===== src/rtl/ram_master_pkg.sv =====
// rtl/ram_master_pkg.sv - widths and FSM state type shared by ram_master
package ram_master_pkg;

    localparam int ADDR_W = 8;
    localparam int DATA_W = 8;
    localparam int LEN_W  = 4;

    typedef enum logic [2:0] {
        IDLE,
        WRITE,
        RD_ISSUE,
        RD_CAPTURE,
        RD_RESP
    } state_t;

endpackage


===== src/rtl/ram_master.sv =====
// rtl/ram_master.sv - request-to-sync-RAM master; read bursts enabled by RAM_MASTER_BURST_EN
module ram_master
    import ram_master_pkg::*;
(
    input  logic              clk,
    input  logic              rst,
    input  logic              req_valid,
    output logic              req_ready,
    input  logic              req_write,
    input  logic [ADDR_W-1:0] req_addr,
    input  logic [DATA_W-1:0] req_wdata,
    input  logic [LEN_W-1:0]  req_len,
    output logic              rsp_valid,
    input  logic              rsp_ready,
    output logic [DATA_W-1:0] rsp_rdata,
    output logic              rsp_last,
    output logic              busy,
    output logic              ram_en,
    output logic [ADDR_W-1:0] ram_addr,
    output logic [DATA_W-1:0] ram_wdata,
    input  logic [DATA_W-1:0] ram_rdata
);

    state_t state_q;
    state_t state_n;

    logic accept;
    logic handshake;
    logic more_beats;
    logic last_beat;

    // req_ready is only ever high in IDLE, so accept implies IDLE
    assign accept    = req_valid && req_ready;
    assign handshake = rsp_valid && rsp_ready;
    assign busy      = (state_q != IDLE);

`ifdef RAM_MASTER_BURST_EN
    logic [LEN_W-1:0] beat_q;
    logic [LEN_W-1:0] len_q;

    // beat counter: cleared on accept, advanced on each consumed non-final beat
    always_ff @(posedge clk) begin
        if (rst) begin
            beat_q <= '0;
            len_q  <= '0;
        end else if (state_q == IDLE && accept) begin
            beat_q <= '0;
            len_q  <= req_len;
        end else if (state_q == RD_RESP && handshake && more_beats) begin
            beat_q <= beat_q + 1'b1;
        end
    end

    assign more_beats = (beat_q != len_q);
    assign last_beat  = (beat_q == len_q);
`else
    // single-beat reads only; the length field has no effect
    logic unused_len;
    assign unused_len = ^req_len;
    assign more_beats = 1'b0;
    assign last_beat  = 1'b1;
`endif

    // state register
    always_ff @(posedge clk) begin
        if (rst) begin
            state_q <= IDLE;
        end else begin
            state_q <= state_n;
        end
    end

    // next-state logic
    always_comb begin
        state_n = state_q;
        case (state_q)
            IDLE: begin
                if (accept) begin
                    state_n = req_write ? WRITE : RD_ISSUE;
                end
            end
            WRITE:      state_n = IDLE;
            RD_ISSUE:   state_n = RD_CAPTURE;
            RD_CAPTURE: state_n = RD_RESP;
            RD_RESP: begin
                if (handshake) begin
                    state_n = more_beats ? RD_ISSUE : IDLE;
                end
            end
            default:    state_n = IDLE;
        endcase
    end

    // registered outputs: RAM side loaded on accept, response loaded at capture
    always_ff @(posedge clk) begin
        if (rst) begin
            req_ready <= 1'b0;
            ram_en    <= 1'b0;
            ram_addr  <= '0;
            ram_wdata <= '0;
            rsp_valid <= 1'b0;
            rsp_rdata <= '0;
            rsp_last  <= 1'b0;
        end else begin
            req_ready <= (state_n == IDLE);
            ram_en    <= (state_n == WRITE);
            case (state_q)
                IDLE: begin
                    if (accept) begin
                        ram_addr  <= req_addr;
                        ram_wdata <= req_wdata;
                    end
                end
                RD_CAPTURE: begin
                    rsp_rdata <= ram_rdata;
                    rsp_valid <= 1'b1;
                    rsp_last  <= last_beat;
                end
                RD_RESP: begin
                    if (handshake) begin
                        rsp_valid <= 1'b0;
                        rsp_last  <= 1'b0;
                        if (more_beats) begin
                            ram_addr <= ram_addr + 1'b1;
                        end
                    end
                end
                default: ;
            endcase
        end
    end

endmodule


===== config.mk =====
export PLATFORM = sky130hd
export DESIGN_NAME = ram_master
export DESIGN_NICKNAME = d
export VERILOG_FILES = /design/src/rtl/ram_master_pkg.sv /design/src/rtl/ram_master.sv
export SDC_FILE = /design/constraint.sdc
export NUM_CORES = 1
export LEC_CHECK = 0
export CAP_MARGIN = 20
export CORE_ASPECT_RATIO = 0.5
export CORE_MARGIN = 4
export CORE_UTILIZATION = 35
export DETAILED_ROUTE_END_ITERATION = 6
export PLACE_DENSITY = 0.71
export SETUP_SLACK_MARGIN = 0.1
export SLEW_MARGIN = 40
export SYNTH_ARGS = -nofsm -noshare
export SYNTH_HDL_FRONTEND = slang
export SYNTH_SLANG_ARGS = --single-unit

===== constraint.sdc =====
create_clock -name clk -period 1.76 [get_ports clk]
set_input_delay 0.352 -clock clk [delete_from_list [all_inputs] [get_ports clk]]
set_output_delay 0.352 -clock clk [all_outputs]
set_load 0.02 [all_outputs]

* Word-level counts from Yosys, hierarchy flattened
Index checks and enable logic that the tools add are counted.
Cells by class: eq/ne operators 5, multiplexer cells 6, reductions and logical operators 8
Operators with widths (count):
- $pmux 3 s4 | 1
- $eq 3x2->1 const B | 2
- $logic_not 3->1 | 2
- $mux 3 | 2
- $reduce_and 2->1 | 2
- $eq 3x1->1 const B | 1
- $eq 3x3->1 const B | 1
- $reduce_bool 3->1 | 1
- $logic_and 1x1->1 | 2
- $mux 2 | 1
- $ne 2x2->1 const B | 1
- $pmux 1 s2 | 1
- $reduce_bool 2->1 | 1
- $mux 1 | 1
Word-level totals: register bits 30, input port bits 33, output and inout port bits 29

* Logic depth before layout (Yosys ltp)
Gate-level depths: netlist of run 1.
depth after elaboration 4, gate-level depth with buffers 4, mapped depth without buffers 3

* Worst setup path before layout of run 1
Ideal clock, no wire load.
path kind reg2reg, start point register state_q[1], end point register ram_addr[4], setup time 0.072 ns, arrival 1.316 ns, required time 1.688 ns, slack 0.373 ns, cell stages (with the launch flop) 5, buffers on the path 1, period minus slack after synthesis 1.387 ns, cells stage by stage dfxtp_1 or3_4 nor2_8 buf_12 mux2i_1
Between the ends: word-level cells in the longest chain between the ends 2
Ends and longest elaborated chain:
- from (decl) | line ram_master.sv:24 | state_t state_q;
- from (signal assigned) | line ram_master.sv:69 | state_q <= state_n;
- $logic_not 3->1 | line ram_master.sv:107 | case (state_q)
- $reduce_and 2->1 (no line)
- to (signal assigned) | line ram_master.sv:110 | ram_addr <= req_addr;
- to (signal assigned) | line ram_master.sv:124 | ram_addr <= ram_addr + 1'b1;
- to (decl) | line ram_master.sv:19 | output logic [ADDR_W-1:0] ram_addr,
No other way between the ends. A chain may end at the register's enable or synchronous reset.

* Worst setup path after layout of run 1
start point register state_q[1], end point output port busy
Between the ends: word-level cells in the longest chain between the ends 1
Ends and longest elaborated chain:
- $reduce_bool 3->1 | line ram_master.sv:35 | assign busy = (state_q != IDLE);
- to (decl) | line ram_master.sv:17 | output logic busy,
No other way between the ends.

==> impl_metrics.toml, run 1 <==
[outcome]
outcome = "completed"

[synthesis]
yosys.area.top_type = "dfxtp_1"
synth_edf_count = 0
yosysUniqueCellTypes = 22
yosysMostFrequentCell = "nand2b_1"
synth_seq_cells = 30
synth_common_cells = "nand2b_1 (32), dfxtp_1 (30), mux2i_1 (24)"
synth_fp_nets = 154
synth_top_cell_area_share = 0.4734
ys_top_cells_by_area = "dfxtp_1 (47%), mux2i_1 (19%), nand2b_1 (16%)"
ys.flop_type = "dfxtp_1"
yosysWarningCount = 0
syn_inst = 121
avgSynthCellArea_um2 = 10.49
async_flop_share = 0
synth-seq-area-share = 0.4734
syn_area_mm2 = 0.001269

[timing]
finalHoldViolCount = 0
setup_viol = 0
fmax_ghz = 0.6185
skew_ns = 0.001435
final.setup.tns_ns = 0
report.final.slew_viol_count = 0
rsz0062_at_grt = "no"
worstMarginPinSlew_ns = 0.5685
period_share = 0.9186
hold_slack_ns = 0.4713
relSlewSlack = 0.6199
fin_crit_ns = 1.617

[cts]
clockRootBuffer = "clkbuf_8"
cts-htree-levels = 2
hold_buffers = 0
numCtsBuffers = 5
clk_pin_slew_worst_paths_ns = 0.06
post_cts_buffers = 0
cts_tree = "built"
clock_latency_ns = 0.27
cts_buffer_depth = 2
cts_sinks = 30

[final_layout]
filler_cell_count = 317
drive_gt1_frac = 0.09730
multi_input_area_um2 = 616.8
antenna_cells = 0
finalNetCount = 217
area_growth_pct = 58.88
final_area_mm2 = 0.002016
layout.cells.non_filler = 236
register_area_um2 = 600.6

[pwr]
clkPwrFrac = 0.392
intPower_mw = 1.257
sequentialPowerShare = 0.445
switchingPower_mw = 0.3646
combinationalPowerShare = 0.163
swShare = 0.2249
powerDensity_mw_per_mm2 = 804.5
leakagePower_nw = 0.8262
vdd_drop_max_uv = 363.3

[drt]
via_per_inst = 4.343
wl_per_cell_um = 11.34
ant_nets = 0
first_pass_iters = 4
wl_um = 2676
first_iter_violations = 38
num_vias = 1025
drc = 0

[global_route]
grt_pass1_vias = 972
grt_max_degree = 19
grt_pass1_wl_um = 4374
track_usage = 0.1173
overflow = 0
grt_antenna_before_repair = 0

[die]
die_w_um = 93.15
num_rows = 15
start_util = 0.3674
pin_count = 62
die_h_um = 50.58
core_area_mm2 = 0.003453
die_area_mm2 = 0.004711

[placed_design]
io_buffers = 57
gp_congestion = 0.7502
place_hpwl_um = 2045
placed_area_mm2 = 0.001901
placed_cells = 228

[critical_path]
path_class = "reg2out"
cp-end-kind = "output pin"
required_ns = 1.41
path_max_fanout = 2
crit_arrival_ns = 1.26
cp-start-kind = "register"

[min_path]
hold_path.class = "reg2reg"

[job]
drv_cap = 0
[per-layer routing]
metal / global-route usage / vias to the layer above / share of wire
met5: 0 / - / 0
met4: 0.02920 / 0 / 0
met3: 0.04491 / 0 / 0.051
met2: 0.2098 / 22 / 0.51
met1: 0.1324 / 474 / 0.43
li1: - / 529 / -
[area by class of cell]
type / count / area share
clock buffers: 8 / 0.05462
flip-flops and latches: 30 / 0.2980
repair buffers: 63 / 0.3079
inverters: 1 / 0.001862
multi-input cells: 83 / 0.3060
well taps: 51 / 0.03166
[kinds of logic (layout without fill, tap and decap cells)]
logic type / Yosys count / after routing / synth area share
flip-flops: 30 / 30 / 0.4734
AO/OA/AOI/OAI: 7 / 7 / 0.03551
AND/OR/NAND/NOR: 52 / 52 / 0.2613
multiplexers: 24 / 24 / 0.1893
buffers and inverters: 8 / 72 / 0.04043
[worst max-delay path: stages (launching register included)]
cell and delay [ns]:
dfxtp_1 0.31, or3_4 0.42, clkdlybuf4s15_2 0.27
[power groups by stage]
| stage | clock network, mW | logic [mW] | registers [mW] |
|---|---|---|---|
| final | 0.636 | 0.264 | 0.722 |
| after global routing | 0.698 | 0.282 | 0.725 |
| after CTS | 0.668 | 0.269 | 0.722 |
| after detailed placement | 0 | 0.269 | 0.738 |
| after global placement | 0 | 0.266 | 0.736 |
| after floorplan | 0 | 0.101 | 0.770 |
[state kept, by name, indices dropped and copies added (netlist names)]
| register | count |
|---|---|
| rsp_rdata | 8 |
| ram_wdata | 8 |
| state_q | 3 |
| ram_en | 1 |
| rsp_last | 1 |
| req_ready | 1 |
| ram_addr | 8 |
[path summary, 6_finish.rpt]
check                           slack (ns)          from  depth (start not counted)      endpoint
worst max register to register        0.37    state_q[2]                          3     req_ready
worst min-delay path                  0.47  ram_wdata[1]                          2  ram_wdata[1]
worst min register to register        0.47  ram_wdata[1]                          2  ram_wdata[1]
worst max-delay path                  0.14    state_q[1]                          2          busy
[stage by stage]
| stage | total power, mW | utilization | worst slack (ns) |
|---|---|---|---|
| after floorplan | 0.8712 | - | 0.3729 |
| final | 1.622 | 0.5837 | 0.1433 |
| after CTS | 1.659 | 0.5822 | 0.1043 |
| after global placement | 1.002 | 0.5504 | 0.1434 |
| after global routing | 1.705 | 0.5837 | 0.1100 |
| after detailed placement | 1.006 | 0.5504 | 0.1243 |
[layout by cell type (no fill, tap or decap), types with 2 or more instances in the layout]
master,n
nand2b_1,32
dfxtp_1,30
clkbuf_8,8
dlymetal6s2s_1,2
buf_4,6
mux2i_1,24
clkdlybuf4s50_1,53
nor2_1,9
a21oi_1,4
nand3b_1,2
nor3_1,2
[repair_timing]
item / in CTS / in global routing
gates resized for setup: 4 / 2
setup endpoints to repair: 3 / 2
cloned: 0 / 0
Power figures use the tool's default switching activity.
==> run 2: changes to the inputs <==
--- a/config.mk
+++ b/config.mk
@@ -11,6 +11,7 @@
 export CORE_UTILIZATION = 35
 export DETAILED_ROUTE_END_ITERATION = 6
 export PLACE_DENSITY = 0.71
+export RECOVER_POWER = 100
 export SETUP_SLACK_MARGIN = 0.1
 export SLEW_MARGIN = 40
 export SYNTH_ARGS = -nofsm -noshare
==> run 2 against run 1 <==
Flip-flop and latch count did not move. Via count is 0.39% lower. Utilization down 1.1 points. Largest power group unchanged. Global-route usage stayed put. Critical path depth down 1. Critical path type unchanged. Non-clock buffer count is the same. Worst hold slack got worse by 0.0039 ns. Sequential share of layout area rose by 0.58 points. Cell count unchanged.
==> impl_metrics.toml, run 2 (synthesis results as in run 1) <==
[outcome]
outcome = "completed"

[final_layout]
layout_commonest_cell = "nand2b_1"
drive_gt1_frac = 0.08108
multi_input_area_um2 = 603.1
area_growth_pct = 55.82
filler_cell_count = 328
final_area_mm2 = 0.001977
register_area_um2 = 600.6
antenna_cells = 0
largestRegisters = "ram_addr: 8 flops, ram_wdata: 8 flops, rsp_rdata: 8 flops"
mostFrequentLayoutCells = "nand2b_1 (32), dfxtp_1 (30), clkdlybuf4s50_1 (27), dlygate4sd3_1 (26), mux2i_1 (24)"
finalNetCount = 217

[cts]
cts_sinks = 30
clk_pin_slew_worst_paths_ns = 0.06
cts_buffer_depth = 2
numCtsBuffers = 5
cts-htree-levels = 2
cts_tree = "built"
clockRootBuffer = "clkbuf_8"
hold_buffers = 0
clock_latency_ns = 0.27

[pwr]
sequentialPowerShare = 0.450
powerDensity_mw_per_mm2 = 811.2
switchingPower_mw = 0.3619
combinationalPowerShare = 0.153
leakagePower_nw = 0.8617
clkPwrFrac = 0.397
vdd_drop_max_uv = 361.4
swShare = 0.2257
intPower_mw = 1.242

[critical_path]
slowest_stage = "dlygate4sd3_1"
cp-start-kind = "register"
crit_family = "buffers and inverters"
worst-path-buf-inv = 1
path_max_fanout = 2
crit_path_max_incr_delay_ns = 0.69
critical_path.cell_chain = "dlygate4sd3_1"
path_class = "reg2out"
r2r_slack_ns = 0.19
cp-end-kind = "output pin"
required_ns = 1.41
crit_arrival_ns = 1.28

[drt]
first_iter_violations = 38
first_pass_iters = 4
wl_per_cell_um = 11.27
via_per_inst = 4.326
num_vias = 1021
drc = 0
wl_um = 2659
ant_nets = 0

[timing]
final.setup.tns_ns = 0
worstMarginPinSlew_ns = 0.5997
relSlewSlack = 0.5993
finalHoldViolCount = 0
fin_crit_ns = 1.635
skew_ns = 0.002812
fmax_ghz = 0.6117
report.final.slew_viol_count = 0
period_share = 0.9289
rsz0062_at_grt = "no"
setup_viol = 0

[die]
die_w_um = 93.15
num_rows = 15
die_area_mm2 = 0.004711
pin_count = 62
die_h_um = 50.58
core_area_mm2 = 0.003453
start_util = 0.3674

[global_route]
grt_antenna_before_repair = 0
track_usage = 0.1173
grt_pass1_wl_um = 4374
grt_pass1_vias = 972
grt_max_degree = 19
overflow = 0

[placed_design]
io_buffers = 57
gp_congestion = 0.7502
placed_area_mm2 = 0.001901
place_hpwl_um = 2045

[min_path]
hold_path.class = "reg2reg"

[job]
drv_cap = 0
[run 2: cell count changes in the layout (fill, tap and decap cells not counted), sizes merged]
cell / before / now
clkdlybuf4s50: 53 / 27
dlygate4sd3: 0 / 26
clkbuf: 8 / 12
buf: 6 / 4
dlymetal6s2s: 2 / 0
[run 2: power by group through the flow]
stage	combinational, mW	sequential [mW]	clock, mW
final	0.246	0.721	0.637
after global routing	0.264	0.724	0.698
after CTS	0.269	0.722	0.668
after detailed placement	0.269	0.738	0
after global placement	0.266	0.736	0
after floorplan	0.101	0.770	0
[run 2: worst paths after layout]
kind | end | start | cells past startpoint
worst max-delay path | ram_wdata[4] | ram_wdata[4] | 1
worst min-delay path | ram_wdata[1] | ram_wdata[1] | 2
worst max register to register | ram_wdata[7] | state_q[1] | 3
worst min register to register | ram_wdata[1] | ram_wdata[1] | 2
[run 2: metrics by stage]
stage               power [mW]  instances    util  hold WS [ns]  worst slack (ns)
floorplan               0.8712        121       -        0.4959            0.3729
global route             1.686        236  0.5725        0.4958           0.05905
detailed placement       1.006        228  0.5504        0.4626            0.1243
global placement         1.002        228  0.5504        0.4577            0.1434
finish                   1.604        236  0.5725        0.4674            0.1252
CTS                      1.659        236  0.5822        0.4756            0.1043
[run 2: area by class of cell]
class | count | area share
Clock buffer | 8 | 0.05570
Sequential cell | 30 | 0.3038
Multi-Input combinational cell | 83 | 0.3051
Tap cell | 51 | 0.03228
Timing Repair Buffer | 63 | 0.3013
Inverter | 1 | 0.001899
[run 2: routing by layer]
| layer | global-route usage | routed length [µm] |
|---|---|---|
| met1 | 0.1324 | 1155 |
| met2 | 0.2098 | 1370 |
| met3 | 0.04491 | 133 |
| met4 | 0.02920 | 0 |
| met5 | 0 | 0 |
[run 2: timing repair]
| action | in CTS | in global routing |
|---|---|---|
| resized for setup | 4 | 2 |
| buffers inserted | 0 | 0 |
| cloned | 0 | 0 |
| setup endpoints to repair | 3 | 2 |
==> run 3: changes to the inputs <==
--- a/config.mk
+++ b/config.mk
@@ -7,13 +7,15 @@
 export LEC_CHECK = 0
 export CAP_MARGIN = 20
 export CORE_ASPECT_RATIO = 0.5
-export CORE_MARGIN = 4
+export CORE_MARGIN = 2
 export CORE_UTILIZATION = 35
 export DETAILED_ROUTE_END_ITERATION = 6
 export PLACE_DENSITY = 0.71
 export RECOVER_POWER = 100
 export SETUP_SLACK_MARGIN = 0.1
+export SKIP_CTS_REPAIR_TIMING = 1
 export SLEW_MARGIN = 40
 export SYNTH_ARGS = -nofsm -noshare
 export SYNTH_HDL_FRONTEND = slang
 export SYNTH_SLANG_ARGS = --single-unit
+export TNS_END_PERCENT = 5
==> run 3 against run 2 <==
Critical path depth is the same. Total power shrank 4.2%. Global-route usage grew 2.0 points. Cell count shrank 0.85%. Register-to-register slack is essentially flat. Clock-buffer cell count shrank 1. Sequential share of layout area grew 0.17 points. Setup slack lost 0.014 ns. Fmax shrank 0.88%. Clock power shrank 11%. Utilization shrank 0.33 points. Highest routed layer is now met4.
==> impl_metrics.toml, run 3 (synthesis results as in run 1) <==
[outcome]
outcome = "completed"

[die]
core_area_mm2 = 0.003453
die_h_um = 46.58
die_w_um = 89.15
pin_count = 62
num_rows = 15
die_area_mm2 = 0.004152
start_util = 0.3674

[drt]
wl_per_cell_um = 11.36
num_vias = 1019
first_iter_violations = 22
via_per_inst = 4.355
first_pass_iters = 3
ant_nets = 0
drc = 0
wl_um = 2659

[pwr]
switchingPower_mw = 0.3724
clkPwrFrac = 0.369
leakagePower_nw = 0.8476
powerDensity_mw_per_mm2 = 781.8
intPower_mw = 1.164
swShare = 0.2423
power_mw = 1.537
sequentialPowerShare = 0.469
combinationalPowerShare = 0.162
vdd_drop_max_uv = 404.0

[timing]
rsz0062_at_grt = "yes"
skew_ns = 0.004835
report.final.slew_viol_count = 0
fmax_ghz = 0.6063
period_share = 0.9371
setup_viol = 0
fin_crit_ns = 1.649
relSlewSlack = 0.5926
finalHoldViolCount = 0
worstMarginPinSlew_ns = 0.6097

[final_layout]
layout_commonest_cell = "nand2b_1"
antenna_cells = 0
register_area_um2 = 600.6
final_area_mm2 = 0.001966
fin_util = 0.5692
largestRegisters = "ram_addr: 8 flops, ram_wdata: 8 flops, rsp_rdata: 8 flops"
finalNetCount = 215
drive_gt1_frac = 0.06557
multi_input_area_um2 = 603.1
filler_cell_count = 328
area_growth_pct = 54.93
mostFrequentLayoutCells = "nand2b_1 (32), clkdlybuf4s50_1 (30), dfxtp_1 (30), dlygate4sd3_1 (26), mux2i_1 (24)"

[global_route]
grt_pass1_vias = 962
track_usage = 0.1370
grt_antenna_before_repair = 0
grt_pass1_wl_um = 4229
overflow = 0
grt_max_degree = 32

[cts]
clockRootBuffer = "clkbuf_8"
cts_sinks = 30
cts_tree = "built"
cts_buffer_depth = 2
numCtsBuffers = 5
clk_pin_slew_worst_paths_ns = 0.06
clock_latency_ns = 0.27
cts-htree-levels = 2

[placed_design]
place_hpwl_um = 1961
placed_area_mm2 = 0.001898
io_buffers = 57
gp_congestion = 0.7245

[critical_path]
cp-start-kind = "register"
crit_family = "buffers and inverters"
r2r_start = "state_q[1]"
cp-end-kind = "output pin"
crit_start = "ram_wdata[3]"
critical_path.cell_chain = "dlygate4sd3_1"
worst-path-buf-inv = 1
crit_arrival_ns = 1.30
slowest_stage = "dlygate4sd3_1"
path_class = "reg2out"
required_ns = 1.41
path_max_fanout = 2
crit_path_max_incr_delay_ns = 0.69

[min_path]
hold_path.class = "reg2reg"
hold_path.startpoint = "ram_wdata[2]"

[job]
drv_cap = 0
## run 3: cell types whose count changed in the layout (fill, tap and decap cells not counted), sizes merged
| cell | before | now |
|---|---|---|
| clkdlybuf4s15 | 1 | 0 |
| dlygate4sd2 | 1 | 0 |
| buf | 4 | 3 |
| clkinv | 0 | 1 |
| clkdlybuf4s50 | 27 | 30 |
| clkbuf | 12 | 9 |
## run 3: path summary, 6_finish.rpt
kind / end / slack, ns / cells after the start
setup / recovery: ram_wdata[3] / 0.11 / 1
hold / removal: ram_wdata[2] / 0.47 / 2
setup reg to reg: ram_addr[5] / 0.18 / 3
hold reg to reg: ram_wdata[2] / 0.47 / 2
## run 3: layout make-up
| cell class | instances | share of cell area |
|---|---|---|
| multi-input combinational | 83 | 0.3068 |
| timing repair buffer | 61 | 0.3068 |
| sequential | 30 | 0.3055 |
| clock buffer | 7 | 0.04392 |
| tap | 51 | 0.03246 |
| clock inverter | 1 | 0.002546 |
| inverter | 1 | 0.001910 |
## run 3: power groups by stage
stage | Sequential (mW) | Clock, mW | Combinational, mW
2_1_floorplan | 0.770 | 0 | 0.101
3_3_place_gp | 0.736 | 0 | 0.266
3_5_place_dp | 0.738 | 0 | 0.270
4_1_cts | 0.723 | 0.588 | 0.270
5_1_grt | 0.725 | 0.613 | 0.269
6_report | 0.721 | 0.567 | 0.249
## run 3: worst reg2reg max path, stage by stage, from the launching register on
cell and delay [ns]:
dfxtp_1 0.31, or3_1 0.42, nor2_4 0.52, mux2i_1 0.26
## run 3: through the flow
stage / setup TNS [ns] / hold WS (ns) / setup WS [ns] / std cells
finish: 0 / 0.4715 / 0.1107 / 234
floorplan: 0 / 0.4959 / 0.3729 / 121
global route: 0 / 0.4894 / 0.07196 / 234
detailed placement: 0 / 0.4708 / 0.1246 / 226
global placement: 0 / 0.4567 / 0.1445 / 226
CTS: -0.1655 / 0.4796 / -0.1655 / 234
## run 3: layer usage
metal | vias to the layer above | GRT usage | wire, µm | share of wire
met5 | - | 0 | 0 | 0
li1 | 523 | - | - | -
met3 | 5 | 0.05197 | 131 | 0.049
met2 | 22 | 0.2341 | 1269 | 0.48
met1 | 469 | 0.1590 | 1218 | 0.46
met4 | 0 | 0.05373 | 40 | 0.015
